### config.mk
export PLATFORM = sky130hd
export DESIGN_NAME = tf_norm_pack
export DESIGN_NICKNAME = d
export VERILOG_FILES = /design/src/rtl/tf_norm_pack.sv
export SDC_FILE = /design/constraint.sdc
export NUM_CORES = 1
export LEC_CHECK = 0
export BUFFER_PORTS_ARGS = -buffer_cell sky130_fd_sc_hd__buf_2
export CAP_MARGIN = 20
export CORE_UTILIZATION = 40
export DETAILED_ROUTE_END_ITERATION = 12
export SYNTH_ARGS = -nofsm -noshare
export SYNTH_HDL_FRONTEND = slang
export SYNTH_SLANG_ARGS = --single-unit
### constraint.sdc
create_clock -name clk -period 8 [get_ports clk]
set_clock_uncertainty 0.15 [all_clocks]
set_input_delay 1.2 -clock clk [delete_from_list [all_inputs] [get_ports clk]]
set_output_delay 1.2 -clock clk [all_outputs]
set_load 0.05 [all_outputs]
### src/rtl/tf_norm_pack.sv
// Streaming sum-of-squares norm over VEC_LEN signed Q1.16 samples. The result
// is packed with the weight latched at start: OBUS = {weight[53:0], norm[40:0]}.
module tf_norm_pack #(
  parameter int BITS_IN = 95,
  parameter int VEC_LEN = 16
) (
  input  logic               clk,
  input  logic               rst,
  input  logic               start,
  input  logic [53:0]        wt_in,
  input  logic               din_valid,
  input  logic [17:0]        din,
  output logic [BITS_IN-1:0] OBUS,
  output logic               obus_valid,
  output logic               busy
);

  typedef enum logic [1:0] {S_IDLE, S_ACC, S_DRAIN} state_t;

  localparam logic [7:0] LAST_CNT = 8'(VEC_LEN - 1);

  state_t              r_state;
  state_t              w_next;
  logic [53:0]         r_wt;
  logic [40:0]         r_acc;
  logic [7:0]          r_count;
  logic signed [35:0]  r_prod;
  logic                r_drain_ph;
  logic [BITS_IN-1:0]  r_obus;
  logic                r_obus_valid;

  logic signed [35:0]  w_prod;
  logic [41:0]         w_sum;
  logic [40:0]         w_acc_next;
  logic                w_last;

  assign w_prod = $signed(din) * $signed(din);

  // Squares are never negative, so the product register is added zero-extended;
  // the carry out of the 42-bit sum marks overflow and pins the accumulator.
  assign w_sum      = {6'b0, r_prod} + {1'b0, r_acc};
  assign w_acc_next = w_sum[41] ? '1 : w_sum[40:0];
  assign w_last     = din_valid && (r_count == LAST_CNT);

  always_comb begin
    w_next = r_state;
    case (r_state)
      S_IDLE:  if (start)      w_next = S_ACC;
      S_ACC:   if (w_last)     w_next = S_DRAIN;
      S_DRAIN: if (r_drain_ph) w_next = S_IDLE;
      default:                 w_next = S_IDLE;
    endcase
  end

  // DRAIN spans two cycles: fold in the last product, then publish the result.
  always_ff @(posedge clk) begin
    if (rst) begin
      r_state      <= S_IDLE;
      r_wt         <= '0;
      r_acc        <= '0;
      r_count      <= '0;
      r_prod       <= '0;
      r_drain_ph   <= 1'b0;
      r_obus       <= '0;
      r_obus_valid <= 1'b0;
    end else begin
      r_state      <= w_next;
      r_obus_valid <= 1'b0;
      case (r_state)
        S_IDLE: begin
          if (start) begin
            r_wt       <= wt_in;
            r_acc      <= '0;
            r_count    <= '0;
            r_prod     <= '0;
            r_drain_ph <= 1'b0;
          end
        end
        S_ACC: begin
          if (din_valid) begin
            r_prod  <= w_prod;
            r_count <= r_count + 8'd1;
            r_acc   <= w_acc_next;
          end
        end
        S_DRAIN: begin
          if (!r_drain_ph) begin
            r_acc      <= w_acc_next;
            r_drain_ph <= 1'b1;
          end else begin
            r_obus       <= BITS_IN'({r_wt, r_acc});
            r_obus_valid <= 1'b1;
            r_drain_ph   <= 1'b0;
          end
        end
        default: ;
      endcase
    end
  end

  assign OBUS       = r_obus;
  assign obus_valid = r_obus_valid;
  assign busy       = (r_state != S_IDLE);

endmodule

# ---- After elaboration in Yosys (flattened, before gate mapping)
# Cells that the tools add are included.
dict set report classes {
  add_sub_neg 2
  n_mul 1
  n_eq_ne 8
  mux 19
  n_bitwise 1
  n_reduce_logical 13
}
# cell n
set ops {}
lappend ops {{$mux W41} 4}
lappend ops {{$pmux W41 S3} 1}
lappend ops {{$mux W36} 2}
lappend ops {{$pmux W36 S2} 1}
lappend ops {{$add A36 B41 Y42} 1}
lappend ops {{$mul A18 B18 Y36} 1}
lappend ops {{$mux W8} 2}
lappend ops {{$pmux W8 S2} 1}
lappend ops {{$ne A2 B2 Y1 const B} 5}
lappend ops {{$add A8 B1 Y8 const B} 1}
lappend ops {{$eq A8 B4 Y1 const B} 1}
lappend ops {{$mux W2} 3}
lappend ops {{$pmux W2 S3} 1}
lappend ops {{$reduce_and A2 Y1} 3}
lappend ops {{$reduce_and A3 Y1} 2}
lappend ops {{$reduce_bool A2 Y1} 3}
lappend ops {{$reduce_and A4 Y1} 1}
lappend ops {{$mux W1} 3}
lappend ops {{$reduce_bool A3 Y1} 1}
lappend ops {{$eq A2 B1 Y1 const B} 1}
lappend ops {{$eq A2 B2 Y1 const B} 1}
lappend ops {{$logic_not A2 Y1} 1}
lappend ops {{$pmux W1 S2} 1}
lappend ops {{$reduce_or A2 Y1} 1}
lappend ops {{other kinds (2)} 2}
dict set report word_totals {
  reg_bits 238
  input_bits 76
  output_inout_bits 97
  word_cells 52
}

# ---- Depth between registers and ports, before layout
# Gate-level depths: netlist of run 1.
dict set report depth {
  word_depth 4
  depth_mapped 27
  depth_no_buf 24
}

# ---- Worst setup path after synthesis of run 1
# No wires, ideal clock.
dict set report synth_path {
  path_type {input -> register}
  start {input port din[3]}
  end {register r_prod[28]}
  setup_ns 0.062
  arrival_time_ns 7.261
  required_ns 7.788
  setup_slack_ns 0.528
  path_stages 22
  path_buffers 2
  cell_sequence {clkbuf_1 -> clkbuf_1 -> nand2_1 -> fa_1 -> fa_1 -> fa_1 -> fa_1 -> inv_1 -> fa_1 -> inv_1 -> fa_1 -> inv_1 -> ha_1 -> a21oi_2 -> o22ai_2 -> a2111oi_4 -> a211o_1 -> a21oi_1 -> a211o_1 -> a221o_1 -> a311o_1 -> nand3_1}
}
dict set report synth_between {
  elab_chain_cells 3
}
# element line
set synth_rtl {}
lappend synth_rtl {{from (decl)} 12} ;# input logic [17:0] din,
lappend synth_rtl {{$mul A18 B18 Y36} 37} ;# assign w_prod = $signed(din) * $signed(din);
lappend synth_rtl {{$mux W36} 80} ;# if (din_valid) begin
lappend synth_rtl {{$pmux W36 S2} 69} ;# case (r_state)
lappend synth_rtl {{to (signal assigned)} 81} ;# r_prod <= w_prod;
lappend synth_rtl {{to (decl)} 27} ;# logic signed [35:0] r_prod;
# Every way passes these cells. The select of a mux whose other input is x is not followed.
# A chain may end at the register's enable or synchronous reset.

# ---- Final worst setup path of run 1
dict set report layout_path {
  start {input port din[17]}
  end {register r_prod[34]}
}
# The elaborated chain is that of the path after synthesis.

==> impl_metrics.env, run 1 <==
export IMPL_yosys_warnings=0
export IMPL_cts_sinks=237
export IMPL_hold_violations=0
export IMPL_antenna_found_initial=0
export IMPL_synth_seq_area_share_pct=22.3
export IMPL_ant_nets=0
export IMPL_drt_initial_drc_count=797
export IMPL_portBuffers=172
export IMPL_gp_congestion=0.894
export IMPL_dr_pass1_iters=7
export IMPL_yosysTopAreaCell="fa_1"
export IMPL_start_util_pct=40.5
export IMPL_synth_edf_count=0
export IMPL_fillers=5203
export IMPL_setup_viol=0
export IMPL_yosysTopAreaCellShare_pct=27.6
export IMPL_root_buffer="clkbuf_16"
export IMPL_fmax_ghz=0.137
export IMPL_grt_max_degree=98
export IMPL_dieArea_sq_mm=0.0542
export IMPL_syn2layout_area_growth_pct=11.1
export IMPL_dieHeight_microns=233
export IMPL_gr_usage_all_layers_pct=19.5
export IMPL_post_cts_resized=0
export IMPL_slew_headroom_pct=28.4
export IMPL_cts_buffers=26
export IMPL_grt_overflow_total=0
export IMPL_clk_path_buf_depth=3
export IMPL_grtUsageMet3_pct=2.13
export IMPL_multi_input_area_sq_mm=0.0145
export IMPL_drv_slew=0
export IMPL_wire_per_inst_microns=15.4
export IMPL_busiest_layer="met2"
export IMPL_grt_pass1_wl_microns=86600
export IMPL_num_io_pins=173
export IMPL_tightest_slew_ns=1.07
export IMPL_crit_fanout=22
export IMPL_yosys_cell_types_count=69
export IMPL_via_per_inst=5.01
export IMPL_num_nets_final=3153
export IMPL_ff_latch_area_sq_mm=0.00474
export IMPL_syn_num_nets=3041
export IMPL_core_rowCount=84
export IMPL_drc=0
export IMPL_synth_seq_cells=237
export IMPL_yosys_top_cells_area="fa_1, dfxtp_1, nand2_1, ha_1, inv_1"
export IMPL_setup_worst_path_end_class="flip-flop"
export IMPL_wl_microns=51600
export IMPL_chipWidth_microns=233
export IMPL_use_met1_pct=24.8
export IMPL_tritoncts="built"
export IMPL_dr_total_vias=16728
export IMPL_ys_flop_type="dfxtp_1"
export IMPL_htree_levels=1
export IMPL_dpl_hpwl_microns=41000
export IMPL_clk_pin_slew_ns=0.06
export IMPL_fin_crit_sh_pct=91.5
export IMPL_final_cell_mix="nand2_1, inv_1, fa_1, dfxtp_1, a21oi_1"
export IMPL_rsz0062_at_grt="no"
export IMPL_layout_drive_gt1_share_pct=9.95
export IMPL_status="finished clean"
export IMPL_hold_class="flip-flop to flip-flop"
export IMPL_core_region_area_sq_mm=0.0527
export IMPL_cp_arrival_ns=7.59
export IMPL_synth_cell_area_sq_mm=0.0213
export IMPL_start_kind="primary input"
export IMPL_syn_inst=2522
export IMPL_fin_hold_ws_ns=0.298
export IMPL_criticalPathCategory="primary input to flip-flop"
export IMPL_fin_tns_setup_ns=0
export IMPL_cp_data_required_time_ns=8.27
export IMPL_period_minus_slack_ns=7.32
export IMPL_post_cts_buffers=0
export IMPL_maxCapViolCount=0
export IMPL_holdBufCountCts=0
export IMPL_clkLatencyLatePin_ns=0.53
export IMPL_grt_pass1_vias=17246
export IMPL_final_common_cell="nand2_1"
export IMPL_postSynthAreaPerCell_sq_um=8.45
export IMPL_async_flop_share_pct=0
export IMPL_met2_usage_pct=34.8
==> cells in the mapped netlist, types with 5 or more instances <==
| cell type | n |
|---|---|
| buf_1 | 13 |
| fa_1 | 294 |
| o21a_1 | 5 |
| xor2_1 | 29 |
| nand3_1 | 28 |
| a21o_1 | 30 |
| ha_1 | 149 |
| inv_1 | 431 |
| o211ai_1 | 7 |
| a21oi_1 | 223 |
| and2_1 | 48 |
| a22o_1 | 12 |
| a211o_1 | 7 |
| dfxtp_1 | 237 |
| o21ai_0 | 57 |
| and3_1 | 16 |
| nand2b_1 | 7 |
| nor2_1 | 89 |
| clkbuf_1 | 97 |
| o21ai_1 | 10 |
| nand4_1 | 12 |
| a211oi_1 | 6 |
| a31oi_1 | 10 |
| a22oi_1 | 20 |
| xnor2_1 | 55 |
| nand2_1 | 527 |
| o21bai_1 | 9 |
| nor2b_1 | 6 |
| nor3_1 | 8 |
==> worst max-delay path, stage by stage <==
cell       delay [ns]
buf_2            0.38
inv_1            0.24
buf_4            0.25
nor2_1           0.16
xnor2_1          0.15
ha_1             0.27
fa_1             0.47
fa_1             0.51
fa_1             0.43
fa_1             0.53
inv_1            0.07
fa_1             0.48
inv_1            0.04
ha_1             0.38
a2111oi_0        0.43
o21ai_0          0.16
a21o_1           0.22
a2111o_1         0.40
o221ai_2         0.22
o221ai_2         0.16
a21oi_2          0.16
xnor2_1          0.07
a22o_1           0.19
==> layer usage <==
metal  vias to the layer above  wire length (microns)
met3                        88                   2180
met4                         0                   1400
met2                       342                  25500
met1                      8141                  22600
met5                         -                      0
li1                       8157                      -
==> sequential cells by signal, summed over array words and instances, names as in the netlist <==
name / cells
OBUS: 95
obus_valid: 1
r_acc: 41
r_count: 8
r_drain_ph: 1
r_prod: 35
r_state: 2
r_wt: 54
==> worst paths after layout <==
kind	from	end	slack (ns)	depth (start not counted)
worst max register to register	r_prod[2]	r_acc[28]	4.49	10
worst min-delay path	r_wt[25]	OBUS[66]	0.30	2
worst max-delay path	din[17]	r_prod[34]	0.68	23
worst min register to register	r_wt[25]	OBUS[66]	0.30	2
==> per-stage QoR <==
step | utilization (%) | worst slack [ns] | cell area (sq um) | cells
after floorplan | - | 0.528 | 21300 | 2522
after global routing | 45.0 | 0.318 | 23700 | 3340
after global placement | 43.3 | 0.274 | 22800 | 3293
final | 45.0 | 0.679 | 23700 | 3341
after CTS | 45.0 | 0.737 | 23700 | 3339
after detailed placement | 43.3 | 0.189 | 22800 | 3293
==> logic make-up (layout without fill, tap and decap cells) <==
logic type               Yosys count  count (layout)  synth area share [%]
buffers and inverters            546             676                  9.76
flip-flops                       237             237                  22.3
AND/OR/NAND/NOR                  764             764                  15.1
AO/OA/AOI/OAI                    444             444                  12.9
other                              0               1                     0
adder cells (fa/ha/maj)          443             443                  36.4
multiplexers                       4               4                 0.188
XOR/XNOR                          84              84                  3.45
==> cell type report <==
cell class / instances / area share [%]
inverter: 431 / 6.83
sequential: 237 / 20.0
tap: 688 / 3.63
clock inverter: 13 / 0.755
clock buffer: 33 / 2.98
antenna: 1 / 0.0106
timing repair buffer: 199 / 4.50
multi-input combinational: 1739 / 61.3
Power of run 1 is not shown: default switching activity piles up to over one toggle a cycle in this logic, so the estimate is an artifact.
==> run 2: changes to the inputs <==
Settings changed: CORE_ASPECT_RATIO from default to 0.6, CTS_CLUSTER_SIZE from default to 24.
==> impl_metrics.env, run 2 (synthesized netlist as in run 1, its figures left out) <==
export IMPL_layout_drive_gt1_share_pct=9.92
export IMPL_gr_usage_all_layers_pct=20.4
export IMPL_rsz0062_at_grt="no"
export IMPL_dieHeight_microns=181
export IMPL_holdBufCountCts=0
export IMPL_hold_class="flip-flop to flip-flop"
export IMPL_start_util_pct=40.5
export IMPL_clk_path_buf_depth=3
export IMPL_diodes=0
export IMPL_chipWidth_microns=300
export IMPL_pre_cts_slack_ns=0.187
export IMPL_status="finished clean"
export IMPL_grt_pass1_wl_microns=90100
export IMPL_grt_pass1_vias=16966
export IMPL_final_common_cell="nand2_1"
export IMPL_wire_per_inst_microns=16.1
export IMPL_criticalPathCategory="primary input to flip-flop"
export IMPL_dr_total_vias=16978
export IMPL_via_per_inst=5.06
export IMPL_htree_levels=1
export IMPL_setup_viol=0
export IMPL_post_cts_buffers=0
export IMPL_gp_congestion=0.929
export IMPL_post_cts_resized=0
export IMPL_cts_sinks=237
export IMPL_drt_initial_drc_count=1390
export IMPL_start_kind="primary input"
export IMPL_core_rowCount=65
export IMPL_cts_buffers=22
export IMPL_grt_max_degree=111
export IMPL_wl_microns=54000
export IMPL_dr_pass1_iters=5
export IMPL_syn2layout_area_growth_pct=10.9
export IMPL_dpl_hpwl_microns=42700
export IMPL_clk_pin_slew_ns=0.07
export IMPL_drc=0
export IMPL_drv_slew=0
export IMPL_largest_reg_flops=95
export IMPL_tritoncts="built"
export IMPL_slew_headroom_pct=26.4
export IMPL_num_nets_final=3156
export IMPL_hold_violations=0
export IMPL_tightest_slew_ns=1.10
export IMPL_fmax_ghz=0.136
export IMPL_cp_arrival_ns=7.60
export IMPL_crit_fanout=21
export IMPL_place_area_sq_mm=0.0229
export IMPL_clkLatencyLatePin_ns=0.52
export IMPL_root_buffer="clkbuf_16"
export IMPL_fillers=5200
export IMPL_final_cell_mix="nand2_1, inv_1, fa_1, dfxtp_1, a21oi_1"
export IMPL_num_io_pins=173
export IMPL_portBuffers=172
export IMPL_maxCapViolCount=0
export IMPL_antenna_found_initial=0
export IMPL_final_design_area_no_fill_sq_mm=0.0236
export IMPL_fin_tns_setup_ns=0
export IMPL_setup_worst_path_end_class="flip-flop"
export IMPL_period_minus_slack_ns=7.33
export IMPL_cp_data_required_time_ns=8.27
export IMPL_fin_crit_sh_pct=91.6
export IMPL_core_region_area_sq_mm=0.0526
export IMPL_fin_ws_ns=0.671
export IMPL_ff2ff_setup_slack_ns=4.28
export IMPL_grt_overflow_total=0
export IMPL_dieArea_sq_mm=0.0542
export IMPL_ant_nets=0
-- run 2: cell count changes in the layout (fill, tap and decap cells not counted), moves of 2 or more --
cell	delta
buf_4	+4
clkbuf_16	-3
clkinv_2	-3
bufinv_16	-2
-- run 2: cell type report --
type | count | area, sq um | share of cell area [%]
multi-input combinational | 1739 | 14500 | 61.4
tap | 703 | 880 | 3.72
clock buffer | 32 | 649 | 2.75
clock inverter | 7 | 87.6 | 0.370
inverter | 431 | 1620 | 6.84
timing repair buffer | 206 | 1150 | 4.88
sequential | 237 | 4740 | 20.1
-- run 2: through the flow --
step	hold slack, ns	cells	utilization (%)
global route	0.317	3355	44.9
CTS	0.291	3352	44.8
global placement	0.286	3313	43.4
detailed placement	0.291	3313	43.4
finish	0.296	3355	44.9
floorplan	0.282	2522	-
-- run 2: worst paths after layout --
kind / startpoint / end / depth (start not counted)
max reg2reg: r_acc[0] / r_acc[32] / 11
min reg2reg: r_wt[23] / OBUS[64] / 2
max: din[6] / r_prod[33] / 21
min: r_wt[23] / OBUS[64] / 2
-- run 2: routing by layer --
layer,vias to the layer above,GRT usage (%),share of wire [%]
met5,-,0,0
met4,0,2.43,1.3
met3,59,2.69,5.7
met2,435,30.7,43
met1,8330,31.6,50
li1,8154,-,-
-- run 2: critical path: stages --
cell and delay (ns):
buf_2 0.43, nand2_1 0.25, fa_1 0.57, inv_1 0.07, fa_1 0.82, fa_1 0.54
fa_1 0.51, fa_1 0.49, inv_1 0.05, fa_1 0.48, inv_1 0.04, ha_1 0.37
a21oi_1 0.18, nor2b_1 0.06, o21ai_0 0.27, nand3_1 0.15, a41o_1 0.33, a211o_1 0.30
a21oi_1 0.18, xnor2_1 0.09, a22o_1 0.20
Power of run 2 is left out for the same reason.
